<file path="src/rtl/mux_n_pkg.sv">
// Elaboration helpers shared by the pipelined N:1 select tree.
package mux_n_pkg;

  function automatic int unsigned clog2(input int unsigned n);
    int unsigned r;
    r = 0;
    for (int i = 0; i < 32; i++) begin
      if ((64'd1 << i) < 64'(n)) r = 32'(i + 1);
    end
    return r;
  endfunction

  // Legal when 2**M covers N; M = 0 is then only reachable with N = 1.
  function automatic bit params_ok(input int unsigned n, input int unsigned m);
    return (n >= 1) && (m <= 30) && (m >= clog2(n));
  endfunction

  // Words left after tree level k of an m-level tree.
  function automatic int unsigned level_words(input int unsigned m, input int unsigned k);
    return (k < m) ? (32'd1 << (m - 1 - k)) : 32'd1;
  endfunction

endpackage

</file>
<file path="src/rtl/mux_n_stage.sv">
// One select-tree level: pairs words by d_sel[0] and registers the result,
// the remaining select bits, err and valid behind a skid-free advance chain.
module mux_n_stage
  import mux_n_pkg::*;
#(
  parameter int unsigned WORDS_IN = 2,
  parameter int unsigned W        = 8,
  parameter int unsigned SELW     = 1,
  localparam int unsigned WORDS_OUT = (WORDS_IN > 1) ? WORDS_IN / 2 : 1,
  localparam int unsigned SELO      = (WORDS_IN > 1 && SELW > 1) ? SELW - 1 : SELW
) (
  input  logic                   clk,
  input  logic                   rst,
  input  logic [WORDS_IN*W-1:0]  d_words,
  input  logic [SELW-1:0]        d_sel,
  input  logic                   d_err,
  input  logic                   d_valid,
  input  logic                   adv_next,
  output logic                   adv_c,
  output logic [WORDS_OUT*W-1:0] q_words,
  output logic [SELO-1:0]        q_sel,
  output logic                   q_err,
  output logic                   q_valid
);

  logic [WORDS_OUT*W-1:0] words_c;
  logic [SELO-1:0]        sel_c;

  generate
    if (WORDS_IN > 1) begin : g_pair
      // select bit 1 picks the upper entry of each adjacent pair
      always_comb begin
        words_c = '0;
        for (int unsigned j = 0; j < WORDS_OUT; j++) begin
          words_c[j*W +: W] = d_sel[0] ? d_words[(2*j+1)*W +: W] : d_words[2*j*W +: W];
        end
      end
      if (SELW > 1) begin : g_sel_shift
        assign sel_c = d_sel[SELW-1:1];
      end else begin : g_sel_done
        assign sel_c = '0;
      end
    end else begin : g_pass
      assign words_c = d_words;
      assign sel_c   = d_sel;
    end
  endgenerate

  // An empty stage, or one whose beat leaves this edge, may take a new beat.
  assign adv_c = !q_valid || adv_next;

  always_ff @(posedge clk) begin
    if (rst) begin
      q_words <= '0;
      q_sel   <= '0;
      q_err   <= 1'b0;
      q_valid <= 1'b0;
    end else if (adv_c) begin
      q_words <= words_c;
      q_sel   <= sel_c;
      q_err   <= d_err;
      q_valid <= d_valid;
    end
  end

endmodule

</file>
<file path="src/rtl/mux_n_pipe.sv">
// Pipelined N:1 multiplexer of W-bit channels: binary select tree of M levels
// with valid/ready flow control and an out-of-range select flag.
module mux_n_pipe
  import mux_n_pkg::*;
#(
  parameter int unsigned N    = 9,
  parameter int unsigned W    = 8,
  parameter int unsigned M    = 4,
  parameter int unsigned PIPE = 1,
  localparam int unsigned SW  = (M > 0) ? M : 1
) (
  input  logic          clk,
  input  logic          rst,
  input  logic [N*W-1:0] inp,
  input  logic [SW-1:0] select,
  input  logic          in_valid,
  output logic          in_ready,
  output logic [W-1:0]  out,
  output logic          out_err,
  output logic          out_valid,
  input  logic          out_ready
);

  localparam int unsigned P      = 32'd1 << M;
  localparam bit          BYPASS = (N == 1) || (M == 0);
  localparam bit          NO_PAD = (N == P);

  logic sel_err_c;

  generate
    if (!params_ok(N, M)) begin : g_bad_params
      $error("mux_n_pipe: 2**M must be >= N (N=%0d M=%0d)", N, M);
    end

    // Only padded channels can be out of range; a full or single-channel mux never flags.
    if (BYPASS || NO_PAD) begin : g_no_err
      assign sel_err_c = 1'b0;
    end else begin : g_err
      assign sel_err_c = 32'(select) >= N;
    end

    if (BYPASS) begin : g_slice
      logic [SW-1:0] sel_unused;

      mux_n_stage #(
        .WORDS_IN (1),
        .W        (W),
        .SELW     (SW)
      ) u_stage (
        .clk      (clk),
        .rst      (rst),
        .d_words  (inp[W-1:0]),
        .d_sel    (select),
        .d_err    (sel_err_c),
        .d_valid  (in_valid),
        .adv_next (out_ready),
        .adv_c    (in_ready),
        .q_words  (out),
        .q_sel    (sel_unused),
        .q_err    (out_err),
        .q_valid  (out_valid)
      );
    end else if (PIPE == 0) begin : g_flat
      logic [P*W-1:0] tree_c;
      logic [SW-1:0]  sel_unused;

      // Whole tree folded in place; padded channels are zero so an
      // out-of-range select naturally yields a zero word.
      always_comb begin
        tree_c = '0;
        tree_c[N*W-1:0] = inp;
        for (int unsigned k = 0; k < M; k++) begin
          for (int unsigned j = 0; j < level_words(M, k); j++) begin
            tree_c[j*W +: W] = select[k] ? tree_c[(2*j+1)*W +: W] : tree_c[2*j*W +: W];
          end
        end
      end

      mux_n_stage #(
        .WORDS_IN (1),
        .W        (W),
        .SELW     (SW)
      ) u_stage (
        .clk      (clk),
        .rst      (rst),
        .d_words  (tree_c[W-1:0]),
        .d_sel    (select),
        .d_err    (sel_err_c),
        .d_valid  (in_valid),
        .adv_next (out_ready),
        .adv_c    (in_ready),
        .q_words  (out),
        .q_sel    (sel_unused),
        .q_err    (out_err),
        .q_valid  (out_valid)
      );
    end else begin : g_pipe
      logic [P*W-1:0] padded_c;

      always_comb begin
        padded_c = '0;
        padded_c[N*W-1:0] = inp;
      end

      for (genvar k = 0; k < M; k++) begin : g_lvl
        localparam int unsigned WI  = 2 * level_words(M, k);
        localparam int unsigned SWK = M - k;
        localparam int unsigned SWO = (SWK > 1) ? SWK - 1 : 1;

        logic [WI*W-1:0]   d_words;
        logic [SWK-1:0]    d_sel;
        logic              d_err;
        logic              d_valid;
        logic              adv_next;
        logic              adv_c;
        logic [WI/2*W-1:0] q_words;
        logic [SWO-1:0]    q_sel;
        logic              q_err;
        logic              q_valid;

        if (k == 0) begin : g_head
          assign d_words = padded_c;
          assign d_sel   = select;
          assign d_err   = sel_err_c;
          assign d_valid = in_valid;
        end else begin : g_body
          assign d_words = g_lvl[k-1].q_words;
          assign d_sel   = g_lvl[k-1].q_sel;
          assign d_err   = g_lvl[k-1].q_err;
          assign d_valid = g_lvl[k-1].q_valid;
        end

        // Advance ripples back from out_ready, so in_ready is combinational.
        if (k == M - 1) begin : g_tail
          logic sel_unused;
          assign sel_unused = q_sel[0];
          assign adv_next   = out_ready;
        end else begin : g_mid
          assign adv_next = g_lvl[k+1].adv_c;
        end

        mux_n_stage #(
          .WORDS_IN (WI),
          .W        (W),
          .SELW     (SWK)
        ) u_stage (
          .clk      (clk),
          .rst      (rst),
          .d_words  (d_words),
          .d_sel    (d_sel),
          .d_err    (d_err),
          .d_valid  (d_valid),
          .adv_next (adv_next),
          .adv_c    (adv_c),
          .q_words  (q_words),
          .q_sel    (q_sel),
          .q_err    (q_err),
          .q_valid  (q_valid)
        );
      end

      assign in_ready  = g_lvl[0].adv_c;
      assign out       = g_lvl[M-1].q_words;
      assign out_err   = g_lvl[M-1].q_err;
      assign out_valid = g_lvl[M-1].q_valid;
    end
  endgenerate

endmodule
</file>
<file path="config.mk">
export PLATFORM = sky130hd
export DESIGN_NAME = mux_n_pipe
export DESIGN_NICKNAME = d
export VERILOG_FILES = /design/src/rtl/mux_n_pkg.sv /design/src/rtl/mux_n_stage.sv /design/src/rtl/mux_n_pipe.sv
export SDC_FILE = /design/constraint.sdc
export NUM_CORES = 1
export LEC_CHECK = 0
export BUFFER_PORTS_ARGS = -buffer_cell sky130_fd_sc_hd__buf_2
export CAP_MARGIN = 20
export CELL_PAD_IN_SITES_DETAIL_PLACEMENT = 2
export CELL_PAD_IN_SITES_GLOBAL_PLACEMENT = 2
export CORE_ASPECT_RATIO = 0.9
export CORE_MARGIN = 2
export CORE_UTILIZATION = 36
export CTS_BUF_LIST = sky130_fd_sc_hd__clkbuf_16
export CTS_CLUSTER_DIAMETER = 200
export DETAILED_ROUTE_END_ITERATION = 8
export PLACE_DENSITY = 0.81
export SLEW_MARGIN = 20
export SYNTH_ARGS = -nofsm -noshare
export SYNTH_HDL_FRONTEND = slang
export SYNTH_SLANG_ARGS = --single-unit
</file>
<file path="constraint.sdc">
create_clock -name clk -period 3.5 [get_ports clk]
set_input_delay 0.525 -clock clk [delete_from_list [all_inputs] [get_ports clk]]
set_output_delay 0.525 -clock clk [all_outputs]
set_load 0.05 [all_outputs]
</file>
=== Word level (Yosys, flattened, before mapping) ===
Cells that the tools add are included.
W data, S select, Z words.

* Flip-flop bits (word level): 102
* Memory bits (read-only): 0
* RAM bits: 0
* Output and inout port bits: 11
* Memories: 0
* Bits in latches: 0

* Divide/modulo/power cells: 0
* Shift operators: 0
* Order comparisons: 1
* Equality and inequality tests: 0
* Mux-type cells: 11
* Add/subtract/negate cells: 0
* Bitwise operators: 0
* Multipliers: 0
* Reductions and logical operators: 8

{| class="wikitable"
|+ Operator list
! cell !! count
|-
| $mux W8 || 11
|-
| $ge A4 B4 Y1 const B || 1
|-
| $logic_not A1 Y1 || 4
|-
| $logic_or A1 B1 Y1 || 4
|}

=== Longest topological paths before layout ===
* Depth in word-level cells: 5
* Depth in mapped cells: 5

=== By module ===
Synthesis repeated with hierarchy kept, for this count alone.

* Cells, all modules: 598
* Area total of the unflattened synthesis: 6368.6 um^2

{| class="wikitable"
|+ By module, submodules not included
! module !! area an instance (um^2) !! cells each !! seq. area each (um^2) !! instances
|-
| mux_n_stage at g_pipe.g_lvl[0].u_stage || 3345.7 || 306 || 1381.3 || 1
|-
| mux_n_stage at g_pipe.g_lvl[1].u_stage || 1685.4 || 160 || 720.7 || 1
|-
| mux_n_stage at g_pipe.g_lvl[2].u_stage || 830.8 || 84 || 380.4 || 1
|-
| mux_n_stage at g_pipe.g_lvl[3].u_stage || 494.2 || 46 || 200.2 || 1
|-
| mux_n_pipe || 12.5 || 2 || 0.0 || 1
|}

=== Worst setup path before layout ===
OpenSTA, ideal clock, no wires.

* Kind: register -> output
* Start point: register g_pipe.g_lvl[3].u_stage.q_valid
* End point: output port in_ready
* Cell stages (with the launch flop): 5
* Buffers on the path: 1
* Data arrival time: 1.335 ns
* Slack: 1.640 ns
* Path through: dfxtp_1 -> nand4b_4 -> nor2_4 -> inv_2 -> buf_6

* Longest elaborated chain between the ends: 5

{| class="wikitable"
|+ Ends and longest elaborated chain
! what !! RTL line !! source
|-
| start: declaration || mux_n_stage.sv:23 || <nowiki>output logic q_valid</nowiki>
|-
| start signal: assignment || mux_n_stage.sv:62 || <nowiki>q_valid <= d_valid;</nowiki>
|-
| $logic_not A1 Y1 || mux_n_stage.sv:50 || <nowiki>assign adv_c = !q_valid || adv_next;</nowiki>
|-
| $logic_or A1 B1 Y1 (4 in series) || mux_n_stage.sv:50 ||
|-
| end: declaration || mux_n_pipe.sv:17 || <nowiki>output logic in_ready,</nowiki>
|}

Every way passes these cells.

=== Final worst setup path ===
* Start point: register g_pipe.g_lvl[0].u_stage.q_valid
* End point: output port in_ready

* Longest elaborated chain between the ends: 2

{| class="wikitable"
|+ Ends and longest elaborated chain
! what !! RTL line
|-
| start: declaration || mux_n_stage.sv:23
|-
| start signal: assignment || mux_n_stage.sv:62
|-
| $logic_not A1 Y1 || mux_n_stage.sv:50
|-
| $logic_or A1 B1 Y1 || mux_n_stage.sv:50
|}

Every way passes these cells.

==> impl_metrics.ini <==
[status]
status = completed

[pwr]
p_comb_frac = 0.092
switching_share = 0.2426
pwr-share-seq = 0.535
p_clk_frac = 0.374
p_switching_uw = 573.3
max-vdd-ir-drop_mv = 0.2210
leakagePower_uw = 0.002088
internal_power_uw = 1790
cellPowerDensity_mw_per_mm2 = 453.4

[setup_path]
required_ps = 2970
critical_path_buf_inv_count = 3
r2r_end = g_pipe.g_lvl[0].u_stage.q_words[5]
cp-endpoint = in_ready
cp-start-kind = flip-flop
cp_num_cells = 4
crit_fanout = 43
slowest_delay_ps = 600
worstSetupEndpointType = output port
r2r_start = g_pipe.g_lvl[0].u_stage.q_valid
crit_family = buffers and inverters
cp_slowest_cell = dfxtp_1
arrival_ps = 1940
cp_cell_sequence = inv_2, nor2_4, inv_2, buf_2
critical_path.startpoint = g_pipe.g_lvl[0].u_stage.q_valid
worstRegToRegCells = 5
r2r_setup_slack_ps = 1440
cpMostUsedCell = inv_2
critPathKind = reg -> out

[sta]
max_slew_margin = 0.3610
setup_ws_ps = 1037
drv_slew = 0
tightest_slew_ps = 955.6
rsz0062_at_grt = no
setup_tns_ps = 0
max_freq_mhz = 406.1
fin_crit_sh = 0.7036
finalCriticalPeriod_ps = 2463
fin_worst_skew_ps = 7.853
setup_viol = 0
hold_violations = 0

[placement]
gp_congestion = 0.7435
io_buffer_count = 90
hpwl_mm = 8.277
placed_cells_incl_taps = 671
pre_cts_ws_ps = 1353
placed_area_mm2 = 0.004956

[layout]
final_common_cell = dfxtp_1
seq_area_mm2 = 0.002043
layout.nets = 602
drive_gt1_frac = 0.2619
multi_input_area_mm2 = 0.002215
syn2layout_area_growth_pct = 15.37
design_area_mm2 = 0.005211
final_cell_mix = dfxtp_1 (101), buf_2 (88), mux2i_1 (65), nor2_1 (36), a211oi_1 (35)
fillCellCount = 1353
diodes = 0
instances_no_fill = 687

[drt]
final_antenna_net_count = 0
finalWirelength_mm = 11.98
drc = 0
first_iter_violations = 176
vias_per_cell = 5.279
vias = 3627
wl_per_cell_um = 17.44
firstDrtPassIters = 4

[synthesis]
syn_avg_cell_area_um2 = 9.735
synthCells = 464
syn_nets = 544
synth_top_area_frac = 0.4521
ys_seq_area_frac = 0.4521
ys_types = 27
yosysTopAreaCell = dfxtp_1
syn-cell-area_mm2 = 0.004517
synth_area_leaders = dfxtp_1 (45%), mux2i_1 (14%), a211oi_2 (8.0%)
yosys_warnings = 0
ys_seq_elements = 102

[grt]
grt_pass1_wl_mm = 19.74
grt_pass1_vias = 3853
grt_antenna_before_repair = 0
overflow = 0
track_usage = 0.1884
grt_max_degree = 86

[cts]
cts.clk_slew.worst_paths_ps = 60
postCtsSetupBuffers = 0
tritoncts = done
cts-root-buf = clkbuf_16
cts.sinks = 102
cts_inserted_buffers = 9
insertion_delay_ps = 350
holdBufCountCts = 0
cts_resized = 0
htree_levels = 3
clockBufferDepth = 2

[worst_hold_path]
hp-class = in -> reg

[floorplanning]
rows = 38
dieArea_mm2 = 0.01346
fp.coreArea_mm2 = 0.01217
pin_count = 91
start_util = 0.3711
dieWidth_um = 122.1
fp.dieH_um = 110.3

[flow_run]
cap_violations = 0
-- per-stage QoR --
step	power, uW	hold slack [ps]	utilization
final	2363	398.3	0.4281
after global routing	2465	420.4	0.4281
after CTS	2394	396.7	0.4279
after detailed placement	1510	452.3	0.4072
after global placement	1499	442.1	0.4071
after floorplan	1420	431.5	-
-- state kept, by name (all words and copies together) (netlist names) --
name                          cells
g_pipe.g_lvl.u_stage.q_words     88
g_pipe.g_lvl.u_stage.q_sel        6
g_pipe.g_lvl.u_stage.q_err        4
g_pipe.g_lvl.u_stage.q_valid      4
-- synth_stat cells --
library cell    n
nor3_1         33
clkbuf_1       16
nor2b_1         7
nand2_1        26
a211oi_2       29
nand3_1         9
inv_2           2
buf_2          22
nand2b_1        2
nand3b_1       17
a21oi_1        33
nand4b_1        3
dfxtp_1       102
nand4b_4        1
buf_1           2
o41ai_1         1
mux2i_1        65
nor2_1         36
inv_1           2
nor2_4          1
buf_4           3
buf_6           4
and3b_1         1
o31ai_1         1
a211oi_1       35
o21ai_0        10
and4b_1         1
-- final cells by class --
type / instances / share of cell area
multi-input cells: 311 / 0.4250
flip-flops and latches: 102 / 0.3921
repair buffers: 94 / 0.09316
clock buffers: 9 / 0.04322
well taps: 160 / 0.03842
clock inverters: 7 / 0.005282
inverters: 4 / 0.002881
-- cells by family after synthesis --
family,count (synthesis),synth area share
buffers and inverters,51,0.05762
AND/OR/NAND/NOR,137,0.1565
flip-flops,102,0.4521
multiplexers,65,0.1440
AO/OA/AOI/OAI,109,0.1898
-- power groups by stage --
stage / logic [uW] / clock network, uW / registers [uW]
after global routing: 241 / 953 / 1270
after CTS: 222 / 908 / 1260
after detailed placement: 221 / 0 / 1290
after global placement: 212 / 0 / 1290
after floorplan: 144 / 0 / 1280
final: 217 / 883 / 1260
-- tightest hold or removal path: cells and delay by family --
family | cells | cell delay (ps)
buffers and inverters | 1 | 80
AND/OR/NAND/NOR | 1 | 70
AO/OA/AOI/OAI | 1 | 30
-- routing by layer --
| layer | GRT usage | vias to the layer above | wire length (um) |
|---|---|---|---|
| li1 | - | 1784 | - |
| met1 | 0.2439 | 1770 | 5563 |
| met2 | 0.3248 | 64 | 5901 |
| met3 | 0.04115 | 9 | 415 |
| met4 | 0.03941 | 0 | 99 |
| met5 | 0 | - | 0 |
-- how the worst min path moves through the flow --
| stage | startpoint | end | slack (ps) | depth (start not counted) |
|---|---|---|---|---|
| 5_1_grt | in_valid | g_pipe.g_lvl[0].u_stage.q_valid | 420 | 3 |
| 4_1_cts | in_valid | g_pipe.g_lvl[0].u_stage.q_valid | 400 | 3 |
| 3_5_place_dp | g_pipe.g_lvl[2].u_stage.q_words[12] | g_pipe.g_lvl[2].u_stage.q_words[12] | 450 | 2 |
| 2_1_floorplan | g_pipe.g_lvl[2].u_stage.q_err | g_pipe.g_lvl[2].u_stage.q_err | 430 | 2 |
| 6_report | in_valid | g_pipe.g_lvl[0].u_stage.q_valid | 400 | 3 |
| 3_3_place_gp | g_pipe.g_lvl[2].u_stage.q_words[15] | g_pipe.g_lvl[2].u_stage.q_words[15] | 440 | 2 |
Note: power is estimated with default switching activity, not from simulation.
